## src/rtl/i281_fetch_decode.sv

```systemverilog
// i281 instruction fetch/decode front end: owns the program counter, fetches 16-bit words from the
// parallel code bus and presents them, fields split out, to the execute stage under valid/ready.
module i281_fetch_decode #(
    parameter int ADDR_W   = 4,
    parameter int RESET_PC = 0
) (
    input  logic                      clk,
    input  logic                      rst,
    input  logic [16*(2**ADDR_W)-1:0] code_bus,
    input  logic                      run,
    input  logic                      redirect_valid,
    input  logic [ADDR_W-1:0]         redirect_pc,
    output logic                      instr_valid,
    input  logic                      instr_ready,
    output logic [15:0]               instr,
    output logic [3:0]                opcode,
    output logic [1:0]                rx,
    output logic [1:0]                ry,
    output logic [7:0]                imm,
    output logic [ADDR_W:0]           imm_sext,
    output logic [ADDR_W-1:0]         instr_pc,
    output logic                      pc_wrap,
    output logic [15:0]               fetch_count
);

    typedef enum logic [1:0] {IDLE, FETCH, HOLD, FLUSH} state_t;

    state_t              state;
    state_t              next_state;
    logic [ADDR_W-1:0]   pc;
    logic [ADDR_W+3:0]   word_base;
    logic [15:0]         word;
    logic                transfer;
    logic                fetch;
    logic                pc_load;
    logic                clear_valid;

    assign transfer  = instr_valid & instr_ready;
    assign word_base = {pc, 4'b0000};
    assign word      = code_bus[word_base +: 16];

    always_ff @(posedge clk) begin
        if (rst) begin
            state <= IDLE;
        end else begin
            state <= next_state;
        end
    end

    // A redirect outranks everything except in IDLE, where it only repositions the PC.
    always_comb begin
        next_state  = state;
        fetch       = 1'b0;
        pc_load     = 1'b0;
        clear_valid = 1'b0;
        case (state)
            IDLE: begin
                if (redirect_valid) begin
                    pc_load = 1'b1;
                end else if (run) begin
                    next_state = FETCH;
                end
            end
            FETCH: begin
                if (redirect_valid) begin
                    pc_load     = 1'b1;
                    clear_valid = 1'b1;
                    next_state  = FLUSH;
                end else if (run) begin
                    fetch      = 1'b1;
                    next_state = HOLD;
                end
            end
            HOLD: begin
                if (redirect_valid) begin
                    pc_load     = 1'b1;
                    clear_valid = 1'b1;
                    next_state  = FLUSH;
                end else if (transfer) begin
                    if (run) begin
                        fetch = 1'b1;
                    end else begin
                        clear_valid = 1'b1;
                        next_state  = FETCH;
                    end
                end
            end
            FLUSH: begin
                if (redirect_valid) begin
                    pc_load     = 1'b1;
                    clear_valid = 1'b1;
                end else if (run) begin
                    fetch      = 1'b1;
                    next_state = HOLD;
                end else begin
                    next_state = FETCH;
                end
            end
            default: next_state = IDLE;
        endcase
    end

    always_ff @(posedge clk) begin
        if (rst) begin
            pc          <= ADDR_W'(RESET_PC);
            instr       <= '0;
            instr_pc    <= '0;
            instr_valid <= 1'b0;
            pc_wrap     <= 1'b0;
            fetch_count <= '0;
        end else begin
            pc_wrap <= 1'b0;
            if (transfer && fetch_count != 16'hFFFF) begin
                fetch_count <= fetch_count + 16'd1;
            end
            if (pc_load) begin
                pc <= redirect_pc;
            end else if (fetch) begin
                pc      <= pc + 1'b1;
                pc_wrap <= (pc == '1);
            end
            if (fetch) begin
                instr       <= word;
                instr_pc    <= pc;
                instr_valid <= 1'b1;
            end else if (clear_valid) begin
                instr_valid <= 1'b0;
            end
        end
    end

    // Decode is pure field slicing of the registered word.
    assign opcode   = instr[15:12];
    assign rx       = instr[11:10];
    assign ry       = instr[9:8];
    assign imm      = instr[7:0];
    assign imm_sext = {instr[7], instr[ADDR_W-1:0]};

endmodule
```

## config.mk

```make
export PLATFORM = sky130hd
export DESIGN_NAME = i281_fetch_decode
export DESIGN_NICKNAME = d
export VERILOG_FILES = /design/src/rtl/i281_fetch_decode.sv
export SDC_FILE = /design/constraint.sdc
export NUM_CORES = 1
export LEC_CHECK = 0
export BUFFER_PORTS_ARGS = -buffer_cell sky130_fd_sc_hd__clkbuf_2
export CAP_MARGIN = 20
export CORE_AREA = 2 2 126 128
export DETAILED_ROUTE_END_ITERATION = 7
export DIE_AREA = 0 0 128 130
export PLACE_DENSITY = 0.67
export SYNTH_ARGS = -nofsm -noshare
export SYNTH_HDL_FRONTEND = slang
export SYNTH_SLANG_ARGS = --single-unit
export TNS_END_PERCENT = 5
```

## constraint.sdc

```tcl
create_clock -name clk -period 1.75 [get_ports clk]
set_clock_uncertainty 0.2 [all_clocks]
set_input_delay 0.0875 -clock clk [delete_from_list [all_inputs] [get_ports clk]]
set_output_delay 0.0875 -clock clk [all_outputs]
set_load 0.01 [all_outputs]
```

* Word level (Yosys, flattened, before mapping) *
Cells that the tools add are included.
W data, S select, Z words.

word-level totals
  memories kept = 0
  input port bits = 265
  RAM bits = 0
  ROM bits = 0
  bits in registers = 44
  output and inout bits = 59
  bits in latches = 0

cells by class
  div/mod/pow operators = 0
  bitwise logic cells = 2
  mux-type cells = 25
  add/subtract/negate cells = 2
  $mul = 0
  reduce and logical (&&, ||, !) cells = 8
  eq/ne operators = 11
  order comparisons = 0
  shifts and indexed selects = 1

operator list
  operator                 count
  $shiftx A256 B9 Y16      1
  $mux W2                  9
  $add A16 B1 Y16 const B  1
  $ne A16 B16 Y1 const B   1
  $mux W1                  11
  $ne A3 B3 Y1 const B     3
  $mux W4                  2
  $pmux W2 S4              1
  $ne A2 B2 Y1 const B     3
  $reduce_and A6 Y1        1
  $add A4 B1 Y4 const B    1
  $eq A2 B2 Y1 const B     2
  $eq A4 B4 Y1 const B     1
  $pmux W1 S2              2
  $reduce_bool A2 Y1       2
  $reduce_or A4 Y1         1
  $reduce_or A3 Y1         1
  $eq A2 B1 Y1 const B     1
  $logic_not A2 Y1         1
  $reduce_or A2 Y1         1
  $and A1 B1 Y1            1
  $logic_and A1 B1 Y1      1
  $not A1 Y1               1

* Longest topological paths before layout *
Gate-level depths: netlist of the first run.

  word-level depth = 6
  depth in mapped cells = 7
  mapped depth without buffers = 5

* Worst setup path before layout of the first run *
No wires, ideal clock.

  path kind = reg2reg
  start = register pc[1]
  end = register instr[12]
  buffers on the path = 2
  data required time = 1412 ps
  data arrival time = 1523 ps
  stages on the path, launching flop included = 6
  clock period less this slack = 1861 ps
  path slack = -111 ps
  cell sequence = dfxtp_1 -> buf_4 -> buf_2 -> mux4_2 -> mux2i_1 -> o221ai_1

on the way
  word-level cells in the longest chain between the ends = 1

RTL lines
  element                 line  RTL
  from (decl)             30    logic [ADDR_W-1:0] pc;
  from (signal assigned)  105   pc <= ADDR_W'(RESET_PC);
  from (signal assigned)  117   pc <= redirect_pc;
  from (signal assigned)  119   pc <= pc + 1'b1;
  $shiftx A256 B9 Y16     40    assign word = code_bus[word_base +: 16];
  to (signal assigned)    123   instr <= word;
  to (decl)               15    output logic [15:0] instr,

No other way between the ends.
A chain may end at the register's enable or synchronous reset.

* Final worst setup path of the first run *
  start = register pc[1]
  end = register instr[1]

The elaborated chain is that of the path after synthesis.

==> impl_metrics.toml, run 1 <==
[yosys]
synthSimpleGateAreaFrac_pct = 12.9
synth_cell_types = 43
synth_area_leaders = "mux4_2 33%, dfxtp_1 22%, mux2i_1 8.2%, buf_4 5.6%, a211oi_1 2.8%"
synth_top_area_share_pct = 32.9
synth_xor_xnor_area_share_pct = 0.651
synthAdderAreaFrac_pct = 0.620
synth_top_family_by_area = "multiplexers"
async_reset_ff_share_pct = 0
synth-compound-area-share_pct = 12.4
synth_edf_count = 0
synth_mux_area_share_pct = 42.5
ys_warn_count = 0
ys_seq_area_share_pct = 21.8
syn_inst = 378
synth-seq-cells = 44
ys.flop_type = "dfxtp_1"
synth_area_um2 = 4040
syn_area_per_cell_um2 = 10.7
yosysTopAreaCell = "mux4_2"
synthesis.nets = 645

[sta]
setup_viol = 18
max_freq_mhz = 528
final_hold_viol_count = 0
final_max_slew_viol_count = 0
hold_slack_ns = 0.0452
rsz0062_at_grt = "true"
slew_headroom_pct = 66.4
period_minus_slack_ns = 1.89
tightest_slew_ns = 0.503
finalCritPeriodShare_pct = 108
fin_ws_ns = -0.144

[drt]
routed_wl_um = 18300
drt_iter0_drc = 367
num_vias = 4767
viasPerCell = 5.22
wl_per_cell_um = 20.1
drt.antenna.violating_nets = 0
drc_errors = 0
first_pass_iters = 4

[placement]
hpwl_um = 15600
gp_congestion = 0.889
pre_cts_ws_ns = -0.219
place_area_um2 = 6050
port_buffers = 323

[clocking]
cts_buffers = 5
htreeDepth = 2
cts_tree = "yes"
root_buffer = "clkbuf_16"
worstSkewPairLatency_ns = 0.29
clock-sinks = 44
clkTransAtPathRegs_ns = 0.07
cts_max_path_buffers = 2

[setup_path]
cp_slowest_cell = "mux4_2"
critical-path-top-delay-family = "multiplexers"
crit_type = "reg -> reg"
reg2reg_slack_ns = -0.14
crit_path_max_fanout = 8
cp_slowest_stage_delay_ns = 0.50
critical_path_depth = 4
cp.buffers_inverters = 1
arrival_ns = 1.85
path_cells = "clkbuf_16, mux4_2, mux2i_2, o221ai_1"
start_kind = "flip-flop"
timing.rr.end = "instr[1]"
critPathCaptureType = "flip-flop"
r2r_cells = 4
cp.required_ns = 1.71
r2r_start = "pc[1]"

[floorplan]
row_count = 46
pin_count = 324
coreArea_um2 = 15400
die_w_um = 128
die_area_um2 = 16600
die_h_um = 130
initial_utilization_pct = 26.2

[worst_hold_path]
hold_class = "in -> reg"
holdPathEnd = "instr_valid"
hp-start = "instr_ready"
holdPathStages = 4

[pwr]
p_per_area_nw_per_um2 = 534
irDropWorstVdd_mv = 0.353
total_power_w = 0.00348
power.leakage_nw = 2.96

[finish]
area_delta_synth_final_pct = 61.4
stdcell_area_um2 = 6510
fin_nets = 986
drive_gt1_share_pct = 67.4
final_common_cell = "clkbuf_2"
final_cell_mix = "323 x clkbuf_2, 59 x mux4_2, 48 x buf_4"

[global_route]
track_usage_pct = 20.7
grt_pass1_vias = 4535
grt_start_max_net_pins = 36
grt_pass1_wl_um = 26000
gr-total-overflow = 0
antenna_found_initial = 2

[run_status]
run_status = "finished, violations left"
violations = "negative setup slack"

[flow_run]
cap_violations = 0
[worst reg2reg max path: stages, from the launching register on]
cell and delay [ns]:
dfxtp_4 0.44, clkbuf_16 0.20, mux4_2 0.51, mux2i_2 0.25, o221ai_1 0.16
[kinds of logic (layout without fill, tap and decap cells)]
kind of cell / count (synthesis) / count (layout)
AOI/OAI and AO/OA: 73 / 73
xor gates and xnor gates: 3 / 3
adders and majority gates: 2 / 2
buffers and inverters: 61 / 403
DFF: 44 / 44
muxes: 97 / 97
other: 0 / 1
and+or+nand+nor: 98 / 98
[layout make-up]
cell class                 count  area, µm²
tap                          192        240
timing repair buffer         389       2270
inverter                       6       22.5
clock buffer                   5        125
sequential                    44        891
multi-input combinational    273       2910
clock inverter                 3       46.3
fill                        1531       8910
antenna                        1       2.50
[worst max-delay path by stage]
stage,start,endpoint,slack [ns]
after global placement,pc[1],instr[0],-0.20
after CTS,pc[1],instr[3],-0.16
after global routing,pc[1],instr[11],-0.19
after floorplan,pc[1],instr[11],-0.02
final,pc[1],instr[1],-0.14
after detailed placement,pc[1],instr[0],-0.22
[through the flow]
stage | std cells | setup TNS [ns] | util (%)
after CTS | 906 | -1.51 | 41.1
after global routing | 913 | -2.72 | 42.2
after detailed placement | 891 | -1.70 | 39.3
after floorplan | 378 | -0.265 | -
final | 913 | -1.28 | 42.2
after global placement | 891 | -1.43 | 39.3
[flip-flops by register name, indices dropped and copies added, names as in the netlist]
name         cells
fetch_count     16
pc_wrap          1
instr_pc         4
pc               4
instr_valid      1
instr           16
state            2
[routing by layer]
metal  GRT usage [%]  part of all wire, %  vias up
li1                -                    -     2190
met1            28.9                   41     2318
met2            31.8                   48      246
met3            6.31                  9.8       11
met4            4.52                 0.92        2
met5               0                0.044        -
[report_power, final]
group          switching [W]  total, W  internal [W]
Sequential         0.0000445   0.00108       0.00103
Combinational       0.000540   0.00129      0.000753
Clock               0.000431   0.00111      0.000679
[what timing repair did]
action	CTS	global route
pin swaps	1	11
setup buffers	2	5
cloned	0	1
hold endpoints to repair	4	0
hold buffers	5	0
resized for setup	6	26
setup endpoints to repair	19	31
[synth_stat cells, types with 4 or more instances]
master,count
o22ai_1,5
o21ai_0,7
mux4_2,59
nand2_1,20
nand4_1,5
dfxtp_1,44
nor2b_1,6
mux2i_1,33
a211oi_1,15
inv_1,5
clkbuf_1,14
buf_2,8
buf_4,30
a22oi_1,5
nor3_1,6
and3_1,4
mux2_2,5
nor2_1,17
o221ai_1,11
or3_1,5
nand3_1,19
a21oi_1,19
Note: power is estimated with default switching activity, not from simulation.
==> run 2: changes to the inputs <==
==> constraint.sdc (replaced) <==
create_clock -name clk -period 1.75 [get_ports clk]
set_clock_uncertainty 0.2 [all_clocks]
set_input_delay 0.175 -clock clk [delete_from_list [all_inputs] [get_ports clk]]
set_output_delay 0.175 -clock clk [all_outputs]
set_load 0.01 [all_outputs]
==> impl_metrics.toml, run 2 (synthesized netlist as in run 1, its figures left out) <==
[finish]
final_cells = 909
area_delta_synth_final_pct = 63.6
drive_gt1_share_pct = 68.9
final_cell_mix = "323 x clkbuf_2, 59 x mux4_2, 46 x buf_4"
final_common_cell = "clkbuf_2"
reg_top3 = "fetch_count x16, instr x16"
fin_nets = 983
antennaDiodeCount = 0
final_util_pct = 42.8
stdcell_area_um2 = 6600

[clocking]
cts_tree = "yes"
ctsHoldBuffers = 0
clock-sinks = 44
clkTransAtPathRegs_ns = 0.07
root_buffer = "clkbuf_16"
cts_max_path_buffers = 2
worstSkewPairLatency_ns = 0.29
htreeDepth = 2
cts_buffers = 5

[global_route]
antenna_found_initial = 1
grt_pass1_vias = 4449
met2_usage_pct = 32.2
grtUsageMet1_pct = 29.2
gr-total-overflow = 0
track_usage_pct = 20.9
use_met3_pct = 6.31
grt_start_max_net_pins = 28
busiest_layer = "met2"
grt_pass1_wl_um = 26000

[floorplan]
coreArea_um2 = 15400
initial_utilization_pct = 26.2
pin_count = 324
row_count = 46
die_h_um = 130
die_area_um2 = 16600
die_w_um = 128

[pwr]
irDropWorstVdd_mv = 0.474
switching_share_pct = 29.4
power.share.clock_pct = 31.1
p_seq_share_pct = 30.3
p_sw_w = 0.00104
pwr-share-comb_pct = 38.6
intPower_w = 0.00250
p_per_area_nw_per_um2 = 536
power.leakage_nw = 2.99

[placement]
port_buffers = 323
gp_congestion = 0.873
numPlacedInstances = 891
hpwl_um = 15400
place_area_um2 = 6050

[drt]
drt_iter0_drc = 344
routed_wl_um = 18500
num_vias = 4755
wl_per_cell_um = 20.4
drt.antenna.violating_nets = 0
drc_errors = 0
viasPerCell = 5.23
first_pass_iters = 5

[flow_run]
cap_violations = 0

[setup_path]
cp-startpoint = "pc[1]"
critPathCaptureType = "flip-flop"
crit_path_max_fanout = 4
r2r_start = "pc[1]"
crit_type = "reg -> reg"
cp.required_ns = 1.71
start_kind = "flip-flop"
arrival_ns = 1.82

[sta]
finalCritPeriodShare_pct = 107
max_freq_mhz = 536
tightest_slew_ns = 0.585
period_minus_slack_ns = 1.87
setup_viol = 17
fin_ws_ns = -0.117
rsz0062_at_grt = "true"
fin_setup_tns_ns = -1.07
final_max_slew_viol_count = 0
final_hold_viol_count = 0
slew_headroom_pct = 60.9

[worst_hold_path]
hp-start = "redirect_pc[0]"
hold_class = "in -> reg"

[run_status]
run_status = "finished, violations left"
violations = "negative setup slack"
[run 2: per-stage QoR]
step                power, W  hold WS (ns)  worst slack [ns]
detailed placement   0.00228         0.251            -0.206
floorplan            0.00174         0.145           -0.0204
global route         0.00370        0.0172            -0.177
CTS                  0.00353        0.0111            -0.115
finish               0.00354        0.0223            -0.117
global placement     0.00227         0.249            -0.202
[run 2: path summary, 6_finish.rpt]
path,cells past startpoint,endpoint,slack [ns]
worst min register to register,2,instr_pc[3],0.26
worst max-delay path,5,instr[0],-0.12
worst max register to register,5,instr[0],-0.12
worst min-delay path,4,pc[0],0.02
[run 2: timing repair]
action                                  CTS  global route
cloned                                    4             0
endpoints found under the setup margin   20            27
pin swaps                                16             6
gates resized for setup                  25            19
setup buffers                             5             1
[run 2: critical path, cell delays in order (launching register included)]
cell and delay [ns]:
dfxtp_4 0.37, buf_6 0.16, buf_16 0.13, mux4_2 0.52, mux2i_4 0.20, o221ai_1 0.14
[run 2: power groups by stage]
| stage | registers, W | clock network [W] | logic [W] |
|---|---|---|---|
| floorplan | 0.00108 | 0 | 0.000656 |
| global placement | 0.00110 | 0 | 0.00117 |
| detailed placement | 0.00110 | 0 | 0.00118 |
| CTS | 0.00107 | 0.00114 | 0.00132 |
| global route | 0.00108 | 0.00118 | 0.00145 |
| finish | 0.00107 | 0.00110 | 0.00137 |
[run 2: final cells by class]
type | instances | area, µm²
sequential | 44 | 892
clock buffer | 5 | 125
tap | 192 | 240
fill | 1542 | 8820
timing repair buffer | 386 | 2320
multi-input combinational | 273 | 2960
inverter | 6 | 22.5
clock inverter | 3 | 42.5
[run 2: per-layer routing]
metal	vias up	share of wire (%)	wire, µm
met5	-	0.070	13
li1	2181	-	-
met2	268	48	8800
met3	20	10	1840
met1	2284	41	7630
met4	2	1.2	225
==> run 3: changes to the inputs <==
- SKIP_CTS_REPAIR_TIMING: not set -> 1
==> impl_metrics.toml, run 3 (synthesized netlist as in run 1, its figures left out) <==
[finish]
reg_top3 = "fetch_count x16, instr x16"
fin_nets = 983
area_delta_synth_final_pct = 60.4
stdcell_area_um2 = 6470
final_common_cell = "clkbuf_2"
drive_gt1_share_pct = 66.8
final_cell_mix = "323 x clkbuf_2, 59 x mux4_2, 48 x buf_4"
antennaDiodeCount = 0

[sta]
finalCritPeriodShare_pct = 108
slew_headroom_pct = 71.5
final_hold_viol_count = 0
tightest_slew_ns = 0.427
fin_ws_ns = -0.142
rsz0062_at_grt = "true"
period_minus_slack_ns = 1.89
setup_viol = 19
hold_slack_ns = 0.0208
final_max_slew_viol_count = 0
max_freq_mhz = 529

[drt]
num_vias = 4728
first_pass_iters = 6
drt.antenna.violating_nets = 0
drt_iter0_drc = 361
drc_errors = 0
wl_per_cell_um = 20.1
routed_wl_um = 18300
viasPerCell = 5.20

[setup_path]
cp.required_ns = 1.72
crit_path_max_fanout = 5
arrival_ns = 1.86
r2r_cells = 6
critPathCaptureType = "flip-flop"
crit_type = "reg -> reg"
timing.rr.end = "instr[14]"
start_kind = "flip-flop"
reg2reg_slack_ns = -0.14
r2r_start = "pc[1]"

[flow_run]
cap_violations = 0

[placement]
place_area_um2 = 6050
gp_congestion = 0.873
port_buffers = 323
hpwl_um = 15400

[worst_hold_path]
holdPathStages = 4
hold_class = "in -> reg"
hp-start = "redirect_pc[0]"
holdPathEnd = "pc[0]"

[clocking]
clock-sinks = 44
worstSkewPairLatency_ns = 0.29
cts_buffers = 5
root_buffer = "clkbuf_16"
cts_max_path_buffers = 2
cts_tree = "yes"
htreeDepth = 2
clkTransAtPathRegs_ns = 0.07

[global_route]
grt_start_max_net_pins = 28
track_usage_pct = 20.0
gr-total-overflow = 0
grt_pass1_vias = 4329
antenna_found_initial = 1
grt_pass1_wl_um = 25000

[pwr]
irDropWorstVdd_mv = 0.455
p_per_area_nw_per_um2 = 537
power.leakage_nw = 2.97

[floorplan]
die_w_um = 128
row_count = 46
die_area_um2 = 16600
initial_utilization_pct = 26.2
die_h_um = 130
coreArea_um2 = 15400
pin_count = 324

[run_status]
violations = "negative setup slack"
run_status = "finished, violations left"
==> run 3: cell count changes in the layout (fill, tap and decap cells not counted), moves of 3 or more <==
cell,change
a211oi_1,+4
a211oi_2,-4
a22oi_1,+3
a22oi_2,-3
buf_12,-3
buf_16,-4
clkbuf_16,+3
o22ai_1,+3
o22ai_2,-3
==> run 3: where the power goes <==
group          internal [W]  switching, W  total, W  leakage (nW)
Clock              0.000672      0.000427   0.00110        0.0814
Combinational      0.000761      0.000548   0.00131          2.53
Sequential          0.00103     0.0000388   0.00107         0.359
Total               0.00246       0.00101   0.00348          2.97
==> run 3: worst max-delay path by stage <==
stage | from | end | cells past startpoint
after CTS | pc[1] | instr[0] | 4
after floorplan | pc[1] | instr[11] | 5
after global placement | pc[1] | instr[0] | 4
final | pc[1] | instr[14] | 6
after detailed placement | pc[1] | instr[0] | 4
after global routing | pc[1] | instr[14] | 6
==> run 3: stage by stage <==
step           total power [W]  worst slack, ns  std cells  TNS (ns)  util (%)
3_5_place_dp           0.00228           -0.206        891     -1.66      39.3
5_1_grt                0.00364           -0.199        909     -3.09      42.0
2_1_floorplan          0.00174          -0.0204        378    -0.265         -
4_1_cts                0.00340           -0.221        899     -1.95      40.3
6_report               0.00348           -0.142        909     -1.37      42.0
3_3_place_gp           0.00227           -0.202        891     -1.45      39.3
==> run 3: layer usage <==
metal  global-route usage (%)  up-vias  wire, µm
met3                     5.70       16      1730
met2                     30.6      266      8590
met1                     28.0     2264      7710
li1                         -     2180         -
met4                     4.72        2       212
met5                        0        -        13
==> run 3: layout make-up <==
class                           count  area [µm²]
Fill cell                        1544        8950
Multi-Input combinational cell    273        2880
Clock buffer                        5         125
Tap cell                          192         240
Sequential cell                    44         891
Inverter                            6        22.5
Clock inverter                      3        42.5
Timing Repair Buffer              386        2270
==> run 3: worst max-delay path: stages, from the launching register on <==
cell and delay [ns]:
dfxtp_4 0.37, buf_6 0.14, buf_12 0.13, buf_4 0.10, mux4_2 0.50, mux2i_2 0.20, o221ai_2 0.12
